### config.mk
export PLATFORM = sky130hd
export DESIGN_NAME = axi_read_responder
export DESIGN_NICKNAME = d
export VERILOG_FILES = /design/src/rtl/axi_read_responder.sv
export SDC_FILE = /design/constraint.sdc
export NUM_CORES = 1
export LEC_CHECK = 0
export ABC_AREA = 1
export ABC_CLOCK_PERIOD_IN_PS = 15000
export CORE_MARGIN = 3
export CORE_UTILIZATION = 29
export CTS_BUF_LIST = sky130_fd_sc_hd__clkbuf_8
export DETAILED_ROUTE_END_ITERATION = 8
export SETUP_SLACK_MARGIN = 0.2
export SLEW_MARGIN = 20
export SYNTH_ARGS = -nofsm -noshare
export SYNTH_HDL_FRONTEND = slang
export SYNTH_SLANG_ARGS = --single-unit
### constraint.sdc
create_clock -name clk -period 15 [get_ports clk]
set_clock_uncertainty 0.1 [all_clocks]
set_input_delay 3 -clock clk [delete_from_list [all_inputs] [get_ports clk]]
set_output_delay 3 -clock clk [all_outputs]
set_load 0.005 [all_outputs]
### src/rtl/axi_read_responder.sv
// axi_read_responder
//   AXI read-slave model sitting at the far end of the ROB's AR/R path.
//   Accepted AR requests are held in a small queue. Each entry becomes
//   eligible RESP_LATENCY cycles after it is accepted. Eligible bursts are
//   returned whole (never interleaved), either oldest-first or in an
//   LFSR-driven pseudo-random order when reorder_en=1.
//   Beat data is the beat address replicated across the data bus, so a bench
//   can recompute every beat it receives.
//
// Ports
//   clk, rst_n          clock (rising edge), asynchronous active-low reset
//   ar_valid/ar_ready   AR handshake; ar_ready = queue not full
//   ar_id/addr/len/size/burst   AR request payload
//   reorder_en          1: pseudo-random selection among eligible entries
//   r_valid/r_ready     R handshake
//   r_id/r_data/r_resp/r_last   R beat payload, zero while no burst is active
module axi_read_responder #(
    parameter int                    ID_WIDTH     = 32,
    parameter int                    ADDR_WIDTH   = 32,
    parameter int                    DATA_WIDTH   = 64,
    parameter int                    RESP_WIDTH   = 2,
    parameter int                    DEPTH        = 8,
    parameter int                    RESP_LATENCY = 4,
    parameter logic [ADDR_WIDTH-1:0] MEM_BYTES    = ADDR_WIDTH'(32'h1_0000),
    parameter logic [15:0]           LFSR_SEED    = 16'hACE1
) (
    input  logic                  clk,
    input  logic                  rst_n,
    input  logic                  ar_valid,
    output logic                  ar_ready,
    input  logic [ID_WIDTH-1:0]   ar_id,
    input  logic [ADDR_WIDTH-1:0] ar_addr,
    input  logic [7:0]            ar_len,
    input  logic [2:0]            ar_size,
    input  logic [1:0]            ar_burst,
    input  logic                  reorder_en,
    output logic                  r_valid,
    input  logic                  r_ready,
    output logic [ID_WIDTH-1:0]   r_id,
    output logic [DATA_WIDTH-1:0] r_data,
    output logic [RESP_WIDTH-1:0] r_resp,
    output logic                  r_last
);

    localparam int         IDX_W = (DEPTH > 1) ? $clog2(DEPTH) : 1;
    localparam int         SEQ_W = $clog2(2 * DEPTH);
    localparam logic [7:0] LAT   = 8'(RESP_LATENCY);

    localparam logic [1:0] BURST_FIXED = 2'b00;
    localparam logic [1:0] BURST_WRAP  = 2'b10;
    localparam logic [1:0] BURST_RSVD  = 2'b11;

    typedef enum logic [1:0] {S_IDLE, S_SELECT, S_BURST} state_t;

    state_t state, state_n;

    logic                             up;       // low only until the first edge after reset
    logic [DEPTH-1:0]                 vld;
    logic [DEPTH-1:0][ID_WIDTH-1:0]   q_id;
    logic [DEPTH-1:0][ADDR_WIDTH-1:0] q_addr;
    logic [DEPTH-1:0][7:0]            q_len;
    logic [DEPTH-1:0][2:0]            q_size;
    logic [DEPTH-1:0][1:0]            q_burst;
    logic [DEPTH-1:0][SEQ_W-1:0]      q_seq;
    logic [DEPTH-1:0][7:0]            q_wait;
    logic [SEQ_W-1:0]                 seq_cnt;
    logic [15:0]                      lfsr;
    logic [IDX_W-1:0]                 cur;
    logic [7:0]                       beat;

    logic                  full, accept, active, retire;
    logic [DEPTH-1:0]      elig;
    logic [IDX_W-1:0]      free_idx, sel_old, sel_rnd;
    logic [ADDR_WIDTH-1:0] beat_addr;
    logic [RESP_WIDTH-1:0] resp_cur;

    // Sequence numbers wrap modulo 2*DEPTH; at most DEPTH are live, so a
    // forward distance below DEPTH means a was issued before b.
    function automatic logic is_older(input logic [SEQ_W-1:0] a, input logic [SEQ_W-1:0] b);
        int d;
        d = (int'(b) + 2 * DEPTH - int'(a)) % (2 * DEPTH);
        return (d != 0) && (d < DEPTH);
    endfunction

    assign full     = &vld;
    assign ar_ready = up && !full;
    assign accept   = ar_valid && ar_ready;
    assign active   = (state == S_BURST);
    assign r_valid  = active;
    assign r_last   = active && (beat == q_len[cur]);
    assign retire   = active && r_ready && r_last;

    always_comb begin
        for (int i = 0; i < DEPTH; i++) elig[i] = vld[i] && (q_wait[i] == LAT);
    end

    // Lowest free slot: scan downward so the last hit wins.
    always_comb begin
        free_idx = '0;
        for (int i = DEPTH - 1; i >= 0; i--) begin
            if (!vld[i]) free_idx = IDX_W'(i);
        end
    end

    always_comb begin
        logic found;
        found   = 1'b0;
        sel_old = '0;
        for (int i = 0; i < DEPTH; i++) begin
            if (elig[i] && (!found || is_older(q_seq[i], q_seq[sel_old]))) begin
                sel_old = IDX_W'(i);
                found   = 1'b1;
            end
        end
    end

    // First eligible slot at or above the LFSR start point, wrapping around.
    // Scanning the offsets from high to low lets the smallest offset win.
    always_comb begin
        int start;
        start   = int'(lfsr[IDX_W-1:0]) % DEPTH;
        sel_rnd = '0;
        for (int i = DEPTH - 1; i >= 0; i--) begin
            if (elig[(start + i) % DEPTH]) sel_rnd = IDX_W'((start + i) % DEPTH);
        end
    end

    always_comb begin
        logic [ADDR_WIDTH-1:0] base, off, incr, mask;
        base = q_addr[cur];
        off  = ADDR_WIDTH'(beat) << q_size[cur];
        incr = base + off;
        mask = ((ADDR_WIDTH'(q_len[cur]) + ADDR_WIDTH'(1)) << q_size[cur]) - ADDR_WIDTH'(1);
        case (q_burst[cur])
            BURST_FIXED: beat_addr = base;
            BURST_WRAP:  beat_addr = (base & ~mask) | (incr & mask);
            default:     beat_addr = incr;   // INCR and the reserved encoding
        endcase
    end

    always_comb begin
        resp_cur = '0;
        if (q_addr[cur] >= MEM_BYTES)        resp_cur = RESP_WIDTH'(2'b11);
        else if (q_burst[cur] == BURST_RSVD) resp_cur = RESP_WIDTH'(2'b10);
    end

    assign r_id   = active ? q_id[cur] : '0;
    assign r_resp = active ? resp_cur  : '0;

    always_comb begin
        r_data = '0;
        if (active) begin
            for (int i = 0; i < DATA_WIDTH; i++) r_data[i] = beat_addr[i % ADDR_WIDTH];
        end
    end

    always_comb begin
        state_n = state;
        case (state)
            S_IDLE:   if (|elig) state_n = S_SELECT;
            S_SELECT: state_n = S_BURST;
            S_BURST:  if (retire) state_n = S_IDLE;
            default:  state_n = S_IDLE;
        endcase
    end

    always_ff @(posedge clk or negedge rst_n) begin
        if (!rst_n) begin
            state   <= S_IDLE;
            up      <= 1'b0;
            vld     <= '0;
            seq_cnt <= '0;
            lfsr    <= LFSR_SEED;
            cur     <= '0;
            beat    <= '0;
        end else begin
            state <= state_n;
            up    <= 1'b1;
            // Galois form of x^16+x^14+x^13+x^11
            lfsr  <= {1'b0, lfsr[15:1]} ^ (lfsr[0] ? 16'hB400 : 16'h0000);
            if (state == S_SELECT) begin
                cur  <= reorder_en ? sel_rnd : sel_old;
                beat <= '0;
            end else if (active && r_ready) begin
                beat <= beat + 8'd1;
            end
            // The retiring slot is still marked busy, so an accept in the
            // same cycle always lands elsewhere.
            if (retire) vld[cur] <= 1'b0;
            if (accept) begin
                vld[free_idx] <= 1'b1;
                seq_cnt       <= (seq_cnt == SEQ_W'(2 * DEPTH - 1)) ? '0 : seq_cnt + SEQ_W'(1);
            end
        end
    end

    // Payload and wait counters are only looked at while the slot is valid.
    always_ff @(posedge clk) begin
        for (int i = 0; i < DEPTH; i++) begin
            if (vld[i] && q_wait[i] != LAT) q_wait[i] <= q_wait[i] + 8'd1;
        end
        if (accept) begin
            q_id[free_idx]    <= ar_id;
            q_addr[free_idx]  <= ar_addr;
            q_len[free_idx]   <= ar_len;
            q_size[free_idx]  <= ar_size;
            q_burst[free_idx] <= ar_burst;
            q_seq[free_idx]   <= seq_cnt;
            q_wait[free_idx]  <= '0;
        end
    end

endmodule
* Word level (Yosys, flattened, before mapping) *
Index checks and enable logic that the tools add are counted.

storage, ports and cells
  output and inout port bits = 101
  bits in registers = 754
  word-level logic and storage cells = 372

operators by class
  muxes and demuxes = 120
  add/subtract/negate cells = 34
  reduce and logical (&&, ||, !) cells = 79
  shift-type cells = 2
  equal/unequal tests = 24
  $lt $le $gt $ge = 26
  bitwise operators = 24

operators by type and width
  operator                                                                       count
  256-bit bitwise mux                                                            2
  32-bit nonzero test                                                            7
  32-bit binary-select mux with 3-bit select                                     2
  32-bit 2-to-1 mux                                                              4
  64-bit 2-to-1 mux                                                              2
  8-bit 2-to-1 mux                                                               14
  32-bit demux with 3-bit select                                                 1
  3-bit 2-to-1 mux                                                               25
  8-bit by 1-bit adder with 8-bit output (second input constant)                 9
  4-bit binary-select mux with 3-bit select                                      6
  32-bit bitwise AND                                                             2
  64-bit bitwise AND                                                             1
  64-bit bitwise mux                                                             1
  8-bit by 3-bit == test with 1-bit output (second input constant)               8
  8-bit by 3-bit inequality test with 1-bit output (second input constant)       8
  64-bit inverter                                                                1
  32-bit case mux with 2 select lines                                            1
  6-bit by 4-bit subtractor with 7-bit output                                    7
  4-bit by 5-bit adder with 6-bit output (second input constant)                 7
  1-bit logical AND                                                              37
  3-bit by 4-bit less-than comparator with 1-bit output (second input constant)  9
  4-bit by 5-bit less-than comparator with 1-bit output (second input constant)  7
  5-bit less-than comparator (second input constant)                             7
  32-bit adder                                                                   1
  other kinds (50)                                                               140

* Depth between registers and ports, before layout *
Gate-level depths: netlist of run 1.

  depth after elaboration = 76
  gate-level depth with buffers = 101

* Worst setup path after synthesis of run 1 *
Ideal clock, no wire load.

  path type = reg-to-reg
  start = register q_seq[4] (netlist bit)
  end = register cur[2]
  slack = 3.367 ns
  stages on the path, launching flop included = 94
  arrival time = 11.411 ns
  required time = 14.778 ns
  period minus slack after synthesis = 11.633 ns
  buffers on the path = 3
  cells stage by stage = edfxtp_1 ha_1 inv_1 fa_1 a21oi_1 nand2_1 nand3_1 nand2_2 nand2_4 nor2_1 a21oi_1 inv_1 ha_1 nand2_1 o21ai_1 xor2_1 inv_1 nand3_2 [58 not listed] buf_6 inv_1 nor2_1 o221ai_1 o21ai_0 ha_1 nand2_1 o21ai_0 xor2_1 inv_1 nand3_1 nand2_1 nand2_1 nand2_1 nand2_2 nand2_1 nand2_1 a21oi_2

between the ends
  longest elaborated chain between the ends = 75

RTL lines
  item                                                               RTL line  text
  from (decl)                                                        64        logic [DEPTH-1:0][SEQ_W-1:0] q_seq;
  from (signal, indexed assignment)                                  208       q_seq[free_idx] <= seq_cnt;
  6-bit by 4-bit subtractor with 7-bit output                        81        d = (int'(b) + 2 * DEPTH - int'(a)) % (2 * DEPTH);
  4-bit OR reduction (no line)                                       --
  1-bit bitwise AND (no line)                                        --
  5-bit less-than comparator or 32-bit nonzero test (tied branches)  82        return (d != 0) && (d < DEPTH);
  1-bit logical AND                                                  82
  1-bit logical OR                                                   110       if (elig[i] && (!found || is_older(q_seq[i], q_seq[sel_old]))) begin
  1-bit logical AND                                                  110
  1-bit 2-to-1 mux                                                   110
  [59 not listed]                                                    --
  4-bit OR reduction (no line)                                       --
  1-bit bitwise AND (no line)                                        --
  5-bit less-than comparator or 32-bit nonzero test (tied branches)  82
  1-bit logical AND                                                  82
  1-bit logical OR                                                   110
  1-bit logical AND                                                  110
  3-bit 2-to-1 mux *                                                 110
  3-bit 2-to-1 mux *                                                 182       cur <= reorder_en ? sel_rnd : sel_old;
  to (signal assigned)                                               182
  to (decl)                                                          68        logic [IDX_W-1:0] cur;

Mark *: on every way between the ends. The rest lies on a longest branch, timed or not. The select of a mux whose other input is x is not followed.
A chain may end at the register's enable or synchronous reset.

* Worst setup path after layout of run 1 *
  start = register q_seq[4] (netlist bit)
  end = register cur[0]

Same word-level chain as after synthesis.

==> results of run 1 <==
## how the worst max path moves through the flow
stage                       start            endpoint  slack, ns  depth (start not counted)
2_1_floorplan  q_seq[4]$_DFFE_PP_  cur[2]$_DFFE_PN0P_       3.37                         93
3_3_place_gp   q_seq[0]$_DFFE_PP_  cur[0]$_DFFE_PN0P_       2.56                         92
3_5_place_dp   q_seq[4]$_DFFE_PP_  cur[2]$_DFFE_PN0P_       2.30                         91
4_1_cts        q_seq[0]$_DFFE_PP_  cur[0]$_DFFE_PN0P_       2.24                         92
5_1_grt        q_seq[4]$_DFFE_PP_  cur[1]$_DFFE_PN0P_       0.73                         93
6_report       q_seq[4]$_DFFE_PP_  cur[0]$_DFFE_PN0P_       2.18                         91
## worst register-to-register path, delay by kind of cell (launching register included)
family / cells / cell delay (ns)
XOR/XNOR: 5 / 1.05
AND/OR/NAND/NOR: 43 / 4.17
AO/OA/AOI/OAI: 21 / 3.03
adder cells (fa/ha/maj): 9 / 2.78
buffers and inverters: 13 / 1.17
flip-flops: 1 / 0.47
## synth_stat cells, types with 9 or more instances
cell type,count
a31oi_1,15
buf_1,26
nand2_4,11
dfxtp_1,64
o221ai_1,10
ha_1,59
xor2_1,64
a21oi_1,94
xnor2_1,15
o21ai_0,151
nor4_1,23
inv_1,321
inv_2,13
nand3_1,86
a221oi_1,80
a211oi_1,13
nand2_1,467
nor3_1,51
o211ai_1,30
a22oi_1,65
dfrtp_1,34
buf_4,33
clkbuf_1,59
o2111ai_1,16
edfxtp_1,648
nand3_2,11
nand2_2,16
nor2_1,140
nand4_1,49
a41oi_1,27
mux2i_1,9
o22ai_1,12
a22o_1,84
## power by group through the flow
stage          clock (mW)  combinational (mW)  sequential [mW]
4_1_cts              1.77                4.01             2.82
6_report             1.71                3.99             2.82
3_5_place_dp            0                3.99             2.86
5_1_grt              1.86                4.42             2.85
3_3_place_gp            0                3.96             2.86
2_1_floorplan           0                2.50             2.83
## area by class of cell
class | instances | area share
clock inverters | 89 | 0.0122
multi-input cells | 1657 | 0.254
diodes | 6 | 0.000381
clock buffers | 136 | 0.0475
flip-flops and latches | 754 | 0.553
repair buffers | 212 | 0.0519
inverters | 341 | 0.0329
well taps | 1512 | 0.0480
## metal layers
layer	up-vias	GRT usage	wire length, um
met4	6	0.0439	1850
met5	-	0	35
met2	727	0.244	43300
met1	11400	0.208	42800
met3	132	0.0401	6650
li1	10900	-	-
## logic make-up (layout without fill, tap and decap cells)
group | after synthesis | count (layout) | share of synthesized area
AND/OR/NAND/NOR | 881 | 881 | 0.118
flip-flops | 754 | 754 | 0.648
AO/OA/AOI/OAI | 620 | 620 | 0.127
buffers and inverters | 469 | 778 | 0.0567
XOR/XNOR | 79 | 79 | 0.0206
adder cells (fa/ha/maj) | 67 | 67 | 0.0267
multiplexers | 9 | 9 | 0.00268
other | 1 | 7 | 0.000111
## sequential cells by signal (all words and copies together), names as in the netlist
signal / cells
q_addr: 256
q_wait: 64
cur: 3
q_burst: 16
q_len: 64
up: 1
lfsr: 16
beat: 8
q_seq: 32
q_id: 256
vld: 8
seq_cnt: 4
state: 2
q_size: 24
## cell usage in the layout, fill, tap and decap left out, types with 10 or more instances in the layout
master,instances
edfxtp_1,648
nand2_1,467
inv_1,364
clkdlybuf4s50_1,181
o21ai_0,151
nor2_1,137
clkbuf_8,136
a21oi_1,94
nand3_1,86
a22o_1,84
a221oi_1,80
a22oi_1,65
xor2_1,64
dfxtp_1,64
ha_1,59
nand4_1,49
nor3_1,46
dfrtp_1,34
buf_4,31
o211ai_1,30
a41oi_1,27
clkinv_1,25
nor4_1,23
o2111ai_1,16
nand2_2,16
a31oi_1,15
xnor2_1,15
inv_2,14
a211oi_1,13
o22ai_1,12
nand3_2,11
nand2_4,11
o221ai_1,10
## metrics by stage
| stage | worst slack [ns] | std cells |
|---|---|---|
| floorplan | 3.37 | 2880 |
| finish | 2.18 | 4707 |
| CTS | 2.24 | 4701 |
| global placement | 2.56 | 4476 |
| detailed placement | 2.30 | 4476 |
| global route | 0.733 | 4703 |
==> run summary, run 1 <==
RSZ-0062 raised after global routing: no
Initial DRC Count: 1951
Fin util: 0.343
Warnings from Yosys: 0
CTS Root Cell: clkbuf_8
Die Wd: 347 um
CTS Hold Buffers Added: 0
Worst reg2reg startpoint: q_seq[4]$_DFFE_PP_
DR DRC count: 0
Htree depth: 4
Via count of the routed design: 23100
Final setup fails: 0
Minimum clock period: 12.82 ns
Layout cells sized above 1: 0.0891
Final period util: 0.855
Area Overhead vs Synth: 17.1%
Synth top area cells: edfxtp_1 58%, nand2_1 5.2%, dfxtp_1 3.8%, inv_1 3.6%, dfrtp_1 2.5%
R2R setup slack: 2.18 ns
Part of the power in registers: 0.331
Slew Limit Fails: 0
Congestion Overflow GR: 0
Sw Pwr: 3.54 mW
Routed wire length: 94600 um
Worst setup EP type: flop
Mapped Cells: 2880
Sequential share of the synthesized area: 0.648
CTS Buf Count: 130
Pwr Total: 8.53 mW
PD cells: 216 nW/um^2
Synth Net Count: 3029
Worst Hold End: lfsr[11]$_DFF_PN1_
Actual slew at the worst max-slew pin: 1.27 ns
Cell family with most CP delay: simple AND/OR/NAND/NOR gates
Peak VDD IR: 0.107 mV
Setup Buffers After CTS: 0
# IOs: 183
Die Outline Area: 120000 sq um
Startpoint Class: flop
R2R depth: 91
Post_cts resized: 0
P_leak: 14.4 nW
Slowest cell on crit path: edfxtp_1
Logic pwr share: 0.468
Max-cap violations: 0
Synth Register Bits: 754
Worst-Skew Late Latency: 0.77 ns
Worst path buffer plus inverter count: 13
IO Port Bufs: 182
First-pass GRT wire length: 141000 um
Sink Count: 754
TritonCTS clock tree: yes
Synthesized area: 33700 sq um
FILL cells: 11300
Initial antenna violation count: 11
Antenna Violating Nets Remaining: 0
Pin count of the biggest net entering global routing: 52
Number of global-route vias before repair: 22700
DP Area: 37000 sq um
Area of the multi-input gates: 10000 sq um
TritonRoute pass-1 iters: 5
Vert. Die Dim: 347 um
Post-synthesis cell type count: 62
Reg clk slew, reported paths: 0.06 ns
Nets: 3245
Main synth FF type: edfxtp_1
F_max: 0.0780 GHz
Hold Vio Cnt, Final: 0
Status: finished, final reports clean
Most frequent cell on the critical path: nand2_1
Reg area: 21800 sq um
Gr usage total: 0.154
WHS Path Cells: 0
Crit-path max FO: 16
# rows: 124
Critical Path AT: 13.43 ns
Design area: 39400 sq um
Reg2reg end: cur[0]$_DFFE_PN0P_
Clk pwr share: 0.201
Yosys top cell area share: 0.578
Slew headroom: 0.148
EDFF count, synth: 648
Async SR Flop Fraction: 0.0557
Crit path kind: reg2reg
Post-detail-place hpwl: 58900 um
Routability cong.: 0.910
Hold Path Class: reg2reg
Slowest cell delay on critical path: 0.47 ns
Core ar.: 115000 sq um
Syn_area_per_cell: 11.7 sq um
Sw Share: 0.415
Setup_tns: 0 ns
Hold_ws: 0.246 ns
Clock Path Buffers: 3
Drt via density: 4.91
Initial Utilization: 0.293
HP Start: lfsr[12]$_DFF_PN0_
P_int: 4.99 mW
Largest area contributor in the netlist: edfxtp_1
Drt wl/cell: 20.1 um
Worst Path Required: 15.61 ns
Note: power is estimated with default switching activity, not from simulation.
==> run 2: changes to the inputs <==
--- a/config.mk
+++ b/config.mk
@@ -7,10 +7,14 @@
 export LEC_CHECK = 0
 export ABC_AREA = 1
 export ABC_CLOCK_PERIOD_IN_PS = 15000
+export CELL_PAD_IN_SITES_DETAIL_PLACEMENT = 0
+export CELL_PAD_IN_SITES_GLOBAL_PLACEMENT = 1
 export CORE_MARGIN = 3
 export CORE_UTILIZATION = 29
 export CTS_BUF_LIST = sky130_fd_sc_hd__clkbuf_8
 export DETAILED_ROUTE_END_ITERATION = 8
+export DONT_BUFFER_PORTS = 1
+export PLACE_DENSITY_LB_ADDON = 0.1
 export SETUP_SLACK_MARGIN = 0.2
 export SLEW_MARGIN = 20
 export SYNTH_ARGS = -nofsm -noshare
==> run 2 against run 1 <==
Against the previous run: total power shrank 3.5%; global-route usage up 1.8 points; routed wire length is 10% higher; combinational power shrank 13%; clock power rose by 12%; sequential power about the same; first-iteration DRC count down 33%; sequential cell count is the same; setup slack got worse by 0.19 ns; largest power group unchanged.
==> run summary, run 2 (same netlist as run 1, synthesis figures left out) <==
Final period util: 0.868 (+0.0128)
TritonRoute pass-1 iters: 5 (unchanged)
Hold Path Class: reg2reg
Startpoint Class: flop
Worst Path Required: 15.64 ns (+0.03 ns)
Dpl ws: 1.98 ns (-0.321 ns)
Crit-path max FO: 16 (unchanged)
CTS Hold Buffers Added: 0 (unchanged)
Htree depth: 4 (unchanged)
Reg clk slew, reported paths: 0.06 ns (about the same)
Via count of the routed design: 22400 (-3.1%)
TritonCTS clock tree: yes
Nets: 3074 (-5.3%)
Routed wire length: 104000 um (+10%)
# IOs: 183 (unchanged)
Initial DRC Count: 1303 (-33%)
Actual slew at the worst max-slew pin: 1.07 ns (-0.200 ns)
Drt via density: 4.93 (+0.33%)
Area Overhead vs Synth: 12.8%
Minimum clock period: 13.01 ns (+0.191 ns)
Pin count of the biggest net entering global routing: 76 (+46%)
F_max: 0.0768 GHz (-1.5%)
Sink Count: 754 (unchanged)
Routability cong.: 0.807 (-11%)
First-pass GRT wire length: 154000 um (+8.8%)
Die Outline Area: 120000 sq um (unchanged)
Max-cap violations: 0 (unchanged)
Number of global-route vias before repair: 23100 (+1.7%)
Setup_tns: 0 ns (unchanged)
Clock Path Buffers: 3 (unchanged)
Status: finished, final reports clean
Crit path kind: reg2reg
Gr usage total: 0.172 (+0.0179)
DP Area: 35300 sq um (-4.8%)
Top flop regs: q_addr (256), q_id (256)
Die Wd: 347 um (unchanged)
Initial Utilization: 0.293 (unchanged)
CTS Buf Count: 137 (+5.4%)
Final worst slack: 1.99 ns (-0.191 ns)
Critical Path AT: 13.66 ns (+0.23 ns)
Peak VDD IR: 0.0978 mV (-8.5%)
Final setup fails: 0 (unchanged)
Post_cts resized: 0 (unchanged)
CTS Root Cell: clkbuf_8
Slew Limit Fails: 0 (unchanged)
Hold Vio Cnt, Final: 0 (unchanged)
Vert. Die Dim: 347 um (unchanged)
Core ar.: 115000 sq um (unchanged)
Worst-Skew Late Latency: 0.82 ns (+0.05 ns)
Commonest non-fill, non-tap cell in the layout: edfxtp_1
DR DRC count: 0 (unchanged)
Most frequent cells in the layout: 648 x edfxtp_1, 467 x nand2_1, 364 x inv_1
Design area: 38000 sq um (-3.6%)
Initial antenna violation count: 4 (-7)
Antenna Violating Nets Remaining: 0 (unchanged)
RSZ-0062 raised after global routing: no
IO Port Bufs: 0 (-100%)
Slowest cell on crit path: fa_1
# rows: 124 (unchanged)
Congestion Overflow GR: 0 (unchanged)
Pwr Total: 8.23 mW (-3.5%)
Slew headroom: 0.287 (+0.138)
Worst path buffer plus inverter count: 14 (+1)
Cell family with most CP delay: simple AND/OR/NAND/NOR gates
Layout cells sized above 1: 0.101 (+0.0122)
Post-detail-place hpwl: 63400 um (+7.6%)
PD cells: 217 nW/um^2 (+0.17%)
Drt wl/cell: 22.9 um (+14%)
Slowest cell delay on critical path: 0.44 ns (-0.03 ns)
Setup Buffers After CTS: 0 (unchanged)
P_leak: 13.9 nW (-3.4%)
Worst setup EP type: flop
Fin util: 0.331 (-0.0125)
-- run 2: cell types whose count changed in the layout (fill, tap and decap cells not counted), sizes merged, moves of 3 or more --
| cell | before | now |
|---|---|---|
| clkdlybuf4s50 | 181 | 0 |
| diode | 6 | 2 |
| buf | 31 | 34 |
| clkbuf | 136 | 139 |
| bufinv | 3 | 7 |
| inv | 390 | 395 |
| clkinv | 35 | 42 |
-- run 2: worst register-to-register path, delay by kind of cell (launching register included) --
kind	cells	cell delay [ns]
flip-flops	1	0.36
AND/OR/NAND/NOR	42	4.12
buffers and inverters	14	1.34
XOR/XNOR	5	1.03
adder cells (fa/ha/maj)	9	2.75
AO/OA/AOI/OAI	21	3.30
-- run 2: where the power goes --
group	switching [mW]	internal (mW)	leakage (nW)	total, mW
Combinational	2.49	1.00	5.42	3.48
Sequential	0.161	2.66	6.89	2.83
Clock	0.909	1.01	1.55	1.92
-- run 2: layout make-up --
class                           count  area, sq um
Inverter                          341         1300
Antenna cell                        2         5.00
Fill cell                       11400        76800
Multi-Input combinational cell   1657        10000
Sequential cell                   754        21800
Tap cell                         1512         1890
Clock inverter                    106          783
Clock buffer                      139         1910
Timing Repair Buffer               34          268
-- run 2: path summary, 6_finish.rpt --
check	slack (ns)	end	cells after the start	from
worst max register to register	1.99	cur[2]$_DFFE_PN0P_	91	q_seq[0]$_DFFE_PP_
worst min-delay path	0.25	lfsr[3]$_DFF_PN0_	0	lfsr[4]$_DFF_PN0_
max in group asynchronous	12.80	lfsr[0]$_DFF_PN1_	0	rst_n
worst min register to register	0.25	lfsr[3]$_DFF_PN0_	0	lfsr[4]$_DFF_PN0_
worst max-delay path	1.99	cur[2]$_DFFE_PN0P_	91	q_seq[0]$_DFFE_PP_
min in group asynchronous	1.77	vld[0]$_DFF_PN0_	0	rst_n
-- run 2: metal layers --
metal  up-vias  GRT usage  wire length, um
met5         -          0                8
met4         2     0.0553             2380
met3       150     0.0430             5810
met2       428      0.282            49100
met1     11300      0.222            46800
li1      10600          -                -
-- run 2: stage by stage --
stage	cells	hold slack (ns)
final	4545	0.253
after global routing	4544	0.257
after CTS	4543	0.252
after detailed placement	4298	0.236
after global placement	4298	0.238
after floorplan	2880	0.231
==> run 3: changes to the inputs <==
--- a/config.mk
+++ b/config.mk
@@ -14,6 +14,7 @@
 export CTS_BUF_LIST = sky130_fd_sc_hd__clkbuf_8
 export DETAILED_ROUTE_END_ITERATION = 8
 export DONT_BUFFER_PORTS = 1
+export GPL_TIMING_DRIVEN = 1
 export PLACE_DENSITY_LB_ADDON = 0.1
 export SETUP_SLACK_MARGIN = 0.2
 export SLEW_MARGIN = 20
==> results of run 3 <==
The final DEF is identical to that of run 2; final timing and power are the same.
